### src/rtl/imm_gen_if.sv
// Bundle between the main decoder and the immediate generator: instruction
// field and format select in, registered immediate and illegal-format flag out.
interface imm_gen_if;
   // No handshake: the slave samples imm/ImmSrc on every rising clock edge and
   // presents the decode on ImmExt/ImmErr until the following edge.
   logic [24:0] imm;
   logic [2:0]  ImmSrc;
   logic [31:0] ImmExt;
   logic        ImmErr;

   modport master (
      output imm,
      output ImmSrc,
      input  ImmExt,
      input  ImmErr
   );

   modport slave (
      input  imm,
      input  ImmSrc,
      output ImmExt,
      output ImmErr
   );
endinterface

### src/rtl/imm_gen.sv
// RV32I immediate generator: decodes instr[31:7] by format into a registered
// 32-bit immediate with a registered flag for illegal format codes.
module imm_gen (
   input  logic       clk,
   input  logic       rst_n,
   imm_gen_if.slave   bus
);

   localparam logic [2:0] SRC_I = 3'b000;
   localparam logic [2:0] SRC_S = 3'b001;
   localparam logic [2:0] SRC_B = 3'b101;
   localparam logic [2:0] SRC_U = 3'b010;
   localparam logic [2:0] SRC_J = 3'b110;

   logic [31:0] imm_ext_d, imm_ext_q;
   logic        imm_err_d, imm_err_q;
   logic        sign;

   assign sign = bus.imm[24];

   always_comb begin
      imm_ext_d = 32'h0000_0000;
      imm_err_d = 1'b0;
      case (bus.ImmSrc)
         SRC_I: imm_ext_d = {{20{sign}}, bus.imm[24:13]};
         SRC_S: imm_ext_d = {{20{sign}}, bus.imm[24:18], bus.imm[4:0]};
         SRC_B: imm_ext_d = {{19{sign}}, sign, bus.imm[0], bus.imm[23:18],
                             bus.imm[4:1], 1'b0};
         SRC_U: imm_ext_d = {bus.imm[24:5], 12'h000};
         SRC_J: imm_ext_d = {{11{sign}}, sign, bus.imm[12:5], bus.imm[13],
                             bus.imm[23:14], 1'b0};
         // Illegal codes and any unknown select decode to zero with the flag set.
         default: begin
            imm_ext_d = 32'h0000_0000;
            imm_err_d = 1'b1;
         end
      endcase
   end

   always_ff @(posedge clk) begin
      if (!rst_n) begin
         imm_ext_q <= 32'h0000_0000;
         imm_err_q <= 1'b0;
      end else begin
         imm_ext_q <= imm_ext_d;
         imm_err_q <= imm_err_d;
      end
   end

   assign bus.ImmExt = imm_ext_q;
   assign bus.ImmErr = imm_err_q;

endmodule

### src/flat_wrapper.sv
// flat-port wrapper written by rule: the top's interface ports become plain ports
module imm_gen_flat 
  (clk, rst_n, bus_imm, bus_ImmSrc, bus_ImmExt, bus_ImmErr);
  imm_gen_if bus_i ();
  input  logic clk;
  input  logic rst_n;
  input wire logic [$bits(bus_i.imm)-1:0] bus_imm;
  input wire logic [$bits(bus_i.ImmSrc)-1:0] bus_ImmSrc;
  output wire logic [$bits(bus_i.ImmExt)-1:0] bus_ImmExt;
  output wire logic [$bits(bus_i.ImmErr)-1:0] bus_ImmErr;
  assign bus_i.imm = bus_imm;
  assign bus_i.ImmSrc = bus_ImmSrc;
  assign bus_ImmExt = bus_i.ImmExt;
  assign bus_ImmErr = bus_i.ImmErr;
  imm_gen u_core (.clk(clk), .rst_n(rst_n), .bus(bus_i));
endmodule
### config.mk
export PLATFORM = sky130hd
export DESIGN_NAME = imm_gen_flat
export DESIGN_NICKNAME = d
export VERILOG_FILES = /design/src/rtl/imm_gen_if.sv /design/src/rtl/imm_gen.sv /design/src/flat_wrapper.sv
export SDC_FILE = /design/constraint.sdc
export NUM_CORES = 1
export LEC_CHECK = 0
export CAP_MARGIN = 20
export CELL_PAD_IN_SITES_DETAIL_PLACEMENT = 2
export CELL_PAD_IN_SITES_GLOBAL_PLACEMENT = 2
export CORE_MARGIN = 4
export CORE_UTILIZATION = 18
export DETAILED_ROUTE_END_ITERATION = 10
export PLACE_DENSITY = 0.74
export SYNTH_ARGS = -nofsm -noshare
export SYNTH_HDL_FRONTEND = slang
export SYNTH_SLANG_ARGS = --single-unit
### constraint.sdc
create_clock -name clk -period 1.5 [get_ports clk]
set_input_delay 0.375 -clock clk [delete_from_list [all_inputs] [get_ports clk]]
set_output_delay 0.375 -clock clk [all_outputs]
set_load 0.02 [all_outputs]
==> results_dict.tcl, run 1 <==
set metrics [dict create \
    clock.fmax_mhz 753 \
    antenna_found_initial 0 \
    clkPwrFrac_pct 40.1 \
    holdCritStartpoint "bus_ImmSrc[1]" \
    synth_cell_type_count 22 \
    report.final.slew_viol_count 0 \
    worst_hold_path_type "in -> reg" \
    endpoint_kind "output pin" \
    worstSetupPathType "reg -> out" \
    relSlewSlack_pct 80.2 \
    synth_seq_area_share_pct 57.6 \
    die-width_microns 87.8 \
    synth_top_family_by_area "compound AO/OA/AOI/OAI gates" \
    num-nets-final 237 \
    fin_crit_ns 1.33 \
    outcome "completed" \
    initial_core_util_pct 18.9 \
    area_growth_pct 79.0 \
    powerDensity_nw_per_um2 1050 \
    p_sw_share_pct 24.1 \
    core_sq_um 6060 \
    yosys.area_share.adder_pct 3.28 \
    timing.setup.tns_ns 0 \
    numCtsBuffers 5 \
    tightestPinTransition_ns 0.296 \
    grt_pass1_vias 1291 \
    drc 0 \
    utilization_pct 33.9 \
    die_h_microns 87.8 \
    grt_max_degree 12 \
    wire_per_inst_microns 14.2 \
    cp_slowest_cell "dlygate4sd2_1" \
    avgSynthCellArea_sq_um 9.24 \
    row_count 28 \
    drive_gt1_share_pct 17.1 \
    period_share_pct 88.6 \
    synthCells 124 \
    dp_slack_ns -0.748 \
    grt.total_usage_pct 11.1 \
    yosys.area_share.simple_pct 14.5 \
    p_int_w 0.00164 \
    max-vdd-ir-drop_mv 0.323 \
    synth.area.mux_share_pct 2.18 \
    final-hold-violation-count 0 \
    startpoint_type "flip-flop" \
    seqPwrFrac_pct 42.9 \
    yosysWarnings 0 \
    drv_cap 0 \
    diodes 0 \
    die_area_sq_um 7710 \
    fin_ws_ns 0.171 \
    ys_ff_latch 33 \
    path_buf_inv 1 \
    p_leak_nw 0.964 \
    crit_required_ns 1.12 \
    hold-path-endpoint "u_core.bus.ImmErr" \
    ctsHoldBuffers 0 \
    num_io_pins 63 \
    hold_depth 3 \
    dr.pass1.iters 4 \
    vias 1143 \
    crit_chain "dlygate4sd2_1" \
    clkSlewWorstSetupHoldPaths_ns 0.07 \
    clockRootBuffer "clkbuf_8" \
    synth_area_sq_um 1150 \
    switching_power_w 0.000520 \
    viasPerCell 4.08 \
    arrival_ns 0.95 \
    synth_nets 157 \
    portBuffers 62 \
    cts_sinks 33 \
    cts_tree "done" \
    cpPeakStageDelay_ns 0.34 \
    synth-xor-area-share_pct 0 \
    clk_path_buf_depth 2 \
    wirelength_mm 3.96 \
    dp_hpwl_mm 3.15 \
    synth_compound_area_share_pct 17.1 \
    ant_nets 0 \
    grt_pass1_wl_mm 6.40 \
    htreeDepth 2 \
    crit_family "buffers and inverters" \
    total_power_w 0.00216 \
    place_congestion 0.714 \
    finalSetupViolations 0 \
    drtIter0Drc 19 \
    path_max_fanout 1 \
    overflow 0 \
    fill_cells 658 \
    rsz0062_at_grt "false" \
    combPwrFrac_pct 17.0 \
]
cell usage after synthesis:
master / n / share of area [%]
o31ai_1: 1 / 0.66
a22oi_1: 5 / 3.3
mux2i_1: 1 / 0.87
nor2_1: 12 / 3.9
nor3_1: 1 / 0.44
nor2b_1: 1 / 0.55
a211oi_1: 1 / 0.66
buf_2: 3 / 1.3
a21o_1: 1 / 0.66
a221oi_1: 1 / 0.76
buf_6: 2 / 2.0
o21ai_0: 1 / 0.44
a21oi_1: 20 / 8.7
inv_1: 3 / 0.98
dfxtp_1: 33 / 58
clkbuf_1: 3 / 0.98
ha_1: 3 / 3.3
o21ai_2: 2 / 1.5
mux2_4: 1 / 1.3
nor2b_2: 1 / 0.76
nand2_1: 27 / 8.8
o21ai_1: 1 / 0.44
state kept, by name (all words and copies together) (netlist names):
register / flops
u_core.bus.ImmErr: 1
u_core.bus.ImmExt: 32
final cells by class:
type / count / area, sq um / share of cell area [%]
clock inverters: 1 / 30.0 / 1.46
multi-input cells: 80 / 448 / 21.8
well taps: 75 / 93.8 / 4.57
repair buffers: 81 / 722 / 35.2
flip-flops and latches: 33 / 661 / 32.2
clock buffers: 7 / 86.3 / 4.21
inverters: 3 / 11.3 / 0.549
worst max path at each step:
| stage | start | end | cells after the start |
|---|---|---|---|
| floorplan | bus_ImmSrc[0] | u_core.bus.ImmExt[12] | 6 |
| finish | u_core.bus.ImmExt[16] | bus_ImmExt[16] | 1 |
| global route | bus_ImmSrc[0] | u_core.bus.ImmExt[21] | 8 |
| global placement | bus_ImmSrc[0] | u_core.bus.ImmExt[22] | 6 |
| CTS | bus_ImmSrc[1] | u_core.bus.ImmExt[27] | 7 |
| detailed placement | bus_ImmSrc[1] | u_core.bus.ImmExt[29] | 5 |
metrics by stage:
step | std cells | area (sq um) | hold WS [ns]
2_1_floorplan | 124 | 1150 | 0.489
3_3_place_gp | 271 | 1950 | 0.943
3_5_place_dp | 271 | 1950 | 0.952
4_1_cts | 280 | 2060 | 0.547
5_1_grt | 280 | 2050 | 0.440
6_report | 280 | 2050 | 0.399
per-layer routing:
layer	GRT usage [%]	vias up	share of wire (%)
met1	12.4	536	39
met5	0	-	0
met3	3.67	4	5.6
li1	-	571	-
met4	5.02	0	1.4
met2	19.1	32	54
power by group through the flow:
| stage | Clock, W | Combinational (W) | Sequential (W) |
|---|---|---|---|
| finish | 0.000866 | 0.000368 | 0.000926 |
| global route | 0.000953 | 0.000402 | 0.000930 |
| CTS | 0.000904 | 0.000375 | 0.000927 |
| detailed placement | 0 | 0.000392 | 0.000949 |
| global placement | 0 | 0.000386 | 0.000948 |
| floorplan | 0 | 0.000107 | 0.000998 |
cell usage in the layout (no fill, tap or decap), drive strengths merged:
| cell type | n |
|---|---|
| inv | 3 |
| a22oi | 5 |
| nor3 | 1 |
| buf | 19 |
| a21oi | 20 |
| ha | 3 |
| clkdlybuf4s50 | 26 |
| o21ai | 4 |
| a211oi | 1 |
| mux2 | 1 |
| nand2 | 27 |
| dlygate4sd2 | 34 |
| a221oi | 1 |
| o31ai | 1 |
| bufinv | 1 |
| a21o | 1 |
| nor2b | 2 |
| nor2 | 12 |
| mux2i | 1 |
| clkbuf | 9 |
| dfxtp | 33 |
logic make-up (layout without fill, tap and decap cells):
logic type	Yosys count	in the layout
muxes	2	2
AOI/OAI and AO/OA	33	33
and+or+nand+nor	42	42
DFF	33	33
buffers and inverters	11	92
adders and majority gates	3	3
repair_timing:
action,4_1_cts,5_1_grt
gates resized for setup,45,4
cloned,0,0
pin swaps,1,2
endpoints found under the hold margin,0,0
setup buffers,1,0
endpoints found under the setup margin,65,13
No activity file was read; power rests on OpenSTA's default activity.
==> inputs of run 2 (changes only) <==
- CORE_MARGIN: 4 -> 3
==> run 2 against run 1 <==
Wire length down 2.5%. Non-clock buffer count decreased by 1. Power increased by 0.91%. Cell count down 0.36%. Combinational power about the same. First-iteration DRC count grew 84%. Core utilization rose by 0.40 points. Count of clock-buffer cells in the layout unchanged. Critical path depth increased by 4. Clock power increased by 2%. Global-route usage rose by 0.45 points. Via count is the same. Critical path type is now in -> reg.
==> results_dict.tcl, run 2 (synthesized netlist as in run 1, its figures left out) <==
set metrics [dict create \
    outcome "completed" \
    tightestPinTransition_ns 0.295 \
    cp_slowest_cell "clkdlybuf4s50_1" \
    grt_pass1_vias 1241 \
    num_io_pins 63 \
    hold-path-endpoint "u_core.bus.ImmErr" \
    clock.fmax_mhz 703 \
    max-vdd-ir-drop_mv 0.384 \
    powerDensity_nw_per_um2 1060 \
    dp_hpwl_mm 3.04 \
    holdCritStartpoint "bus_ImmSrc[1]" \
    crit_required_ns 1.68 \
    worstSetupPathType "in -> reg" \
    diodes 0 \
    clk_path_buf_depth 2 \
    overflow 0 \
    wire_per_inst_microns 13.9 \
    clkSlewWorstSetupHoldPaths_ns 0.07 \
    num-nets-final 236 \
    final_common_cell "dlygate4sd2_1" \
    p_leak_nw 0.959 \
    initial_core_util_pct 19.0 \
    finalSetupViolations 0 \
    seq_area_sq_um 661 \
    htreeDepth 2 \
    fin_crit_ns 1.42 \
    portBuffers 62 \
    final-hold-violation-count 0 \
    drv_cap 0 \
    vias 1143 \
    core_sq_um 6030 \
    grt.total_usage_pct 11.5 \
    layout_common_cells "35 x dlygate4sd2_1, 33 x dfxtp_1, 27 x nand2_1, 27 x clkdlybuf4s50_1, 19 x a21oi_1" \
    period_share_pct 94.8 \
    worst_hold_path_type "in -> reg" \
    cts_sinks 33 \
    total_power_w 0.00218 \
    row_count 28 \
    startpoint_type "input pin" \
    multi_input_area_sq_um 454 \
    die-width_microns 85.8 \
    dr.pass1.iters 3 \
    cts_tree "done" \
    fill_cells 688 \
    drtIter0Drc 35 \
    area_growth_pct 80.1 \
    fin_ws_ns 0.0779 \
    clockRootBuffer "clkbuf_8" \
    rsz0062_at_grt "false" \
    die_area_sq_um 7360 \
    place_congestion 0.676 \
    cpPeakStageDelay_ns 0.53 \
    dp_slack_ns -0.510 \
    wirelength_mm 3.87 \
    antenna_found_initial 0 \
    die_h_microns 85.8 \
    drive_gt1_share_pct 17.2 \
    numCtsBuffers 5 \
    hold_depth 3 \
    relSlewSlack_pct 80.3 \
    path_max_fanout 4 \
    ant_nets 0 \
    endpoint_kind "flip-flop" \
    arrival_ns 1.60 \
    drc 0 \
    grt_pass1_wl_mm 6.36 \
    grt_max_degree 12 \
    crit_chain "clkdlybuf4s50_1, mux2_4, buf_4, a22oi_1, nor2_1" \
    viasPerCell 4.10 \
    largest_reg_flops 32 \
    report.final.slew_viol_count 0 \
]
## run 2: cell count changes in the layout (fill, tap and decap cells not counted), moves of 2 or more
cell	before	now
buf_6	3	1
clkbuf_2	2	0
ha_1	2	0
ha_2	1	3
## run 2: metal layers
metal	up-vias	GRT usage [%]	routed length [microns]
met5	-	0	0
met4	0	6.04	91
met3	6	4.32	285
met2	41	19.7	1960
met1	532	12.4	1530
li1	564	-	-
## run 2: per-stage QoR
stage	TNS [ns]	hold slack, ns	area, sq um	utilization (%)	instances
after CTS	0	0.547	2060	34.2	279
final	0	0.548	2060	34.3	279
after global routing	0	0.579	2060	34.3	279
after global placement	-12.59	0.934	1960	32.5	271
after detailed placement	-14.50	0.949	1960	32.5	271
after floorplan	0	0.489	1150	-	124
## run 2: timing repair
| action | in CTS | in global routing |
|---|---|---|
| hold buffers | 0 | 0 |
| pin swaps | 1 | 0 |
| cloned | 0 | 0 |
| buffers inserted | 0 | 0 |
| resized for setup | 43 | 1 |
| setup endpoints to repair | 65 | 1 |
## run 2: worst max-delay path by stage
stage	from	endpoint	slack, ns	cells past startpoint
floorplan	bus_ImmSrc[0]	u_core.bus.ImmExt[12]	0.07	6
global placement	bus_ImmSrc[0]	u_core.bus.ImmExt[7]	-0.46	8
detailed placement	bus_ImmSrc[0]	u_core.bus.ImmExt[6]	-0.51	8
CTS	bus_ImmSrc[2]	u_core.bus.ImmExt[11]	0.03	6
global route	bus_ImmSrc[2]	u_core.bus.ImmExt[0]	0.009	6
finish	bus_ImmSrc[2]	u_core.bus.ImmExt[4]	0.08	5
## run 2: power breakdown
group	switching, W	leakage (nW)	total, W	internal [W]
combinational	0.000186	0.631	0.000371	0.000186
clock	0.000341	0.0585	0.000883	0.000542
sequential	0.00000969	0.269	0.000926	0.000916
total	0.000536	0.959	0.00218	0.00164
## run 2: cell type report
type | count | area share [%]
tap | 75 | 4.55
timing repair buffer | 80 | 35.3
inverter | 3 | 0.545
multi-input combinational | 80 | 22.0
sequential | 33 | 32.0
clock inverter | 1 | 1.45
clock buffer | 7 | 4.18
## run 2: worst max-delay path, delay by kind of cell
kind | cells | cell delay, ns
compound gates | 1 | 0.14
mux | 1 | 0.34
simple gates | 1 | 0.07
buf+inv | 2 | 0.69
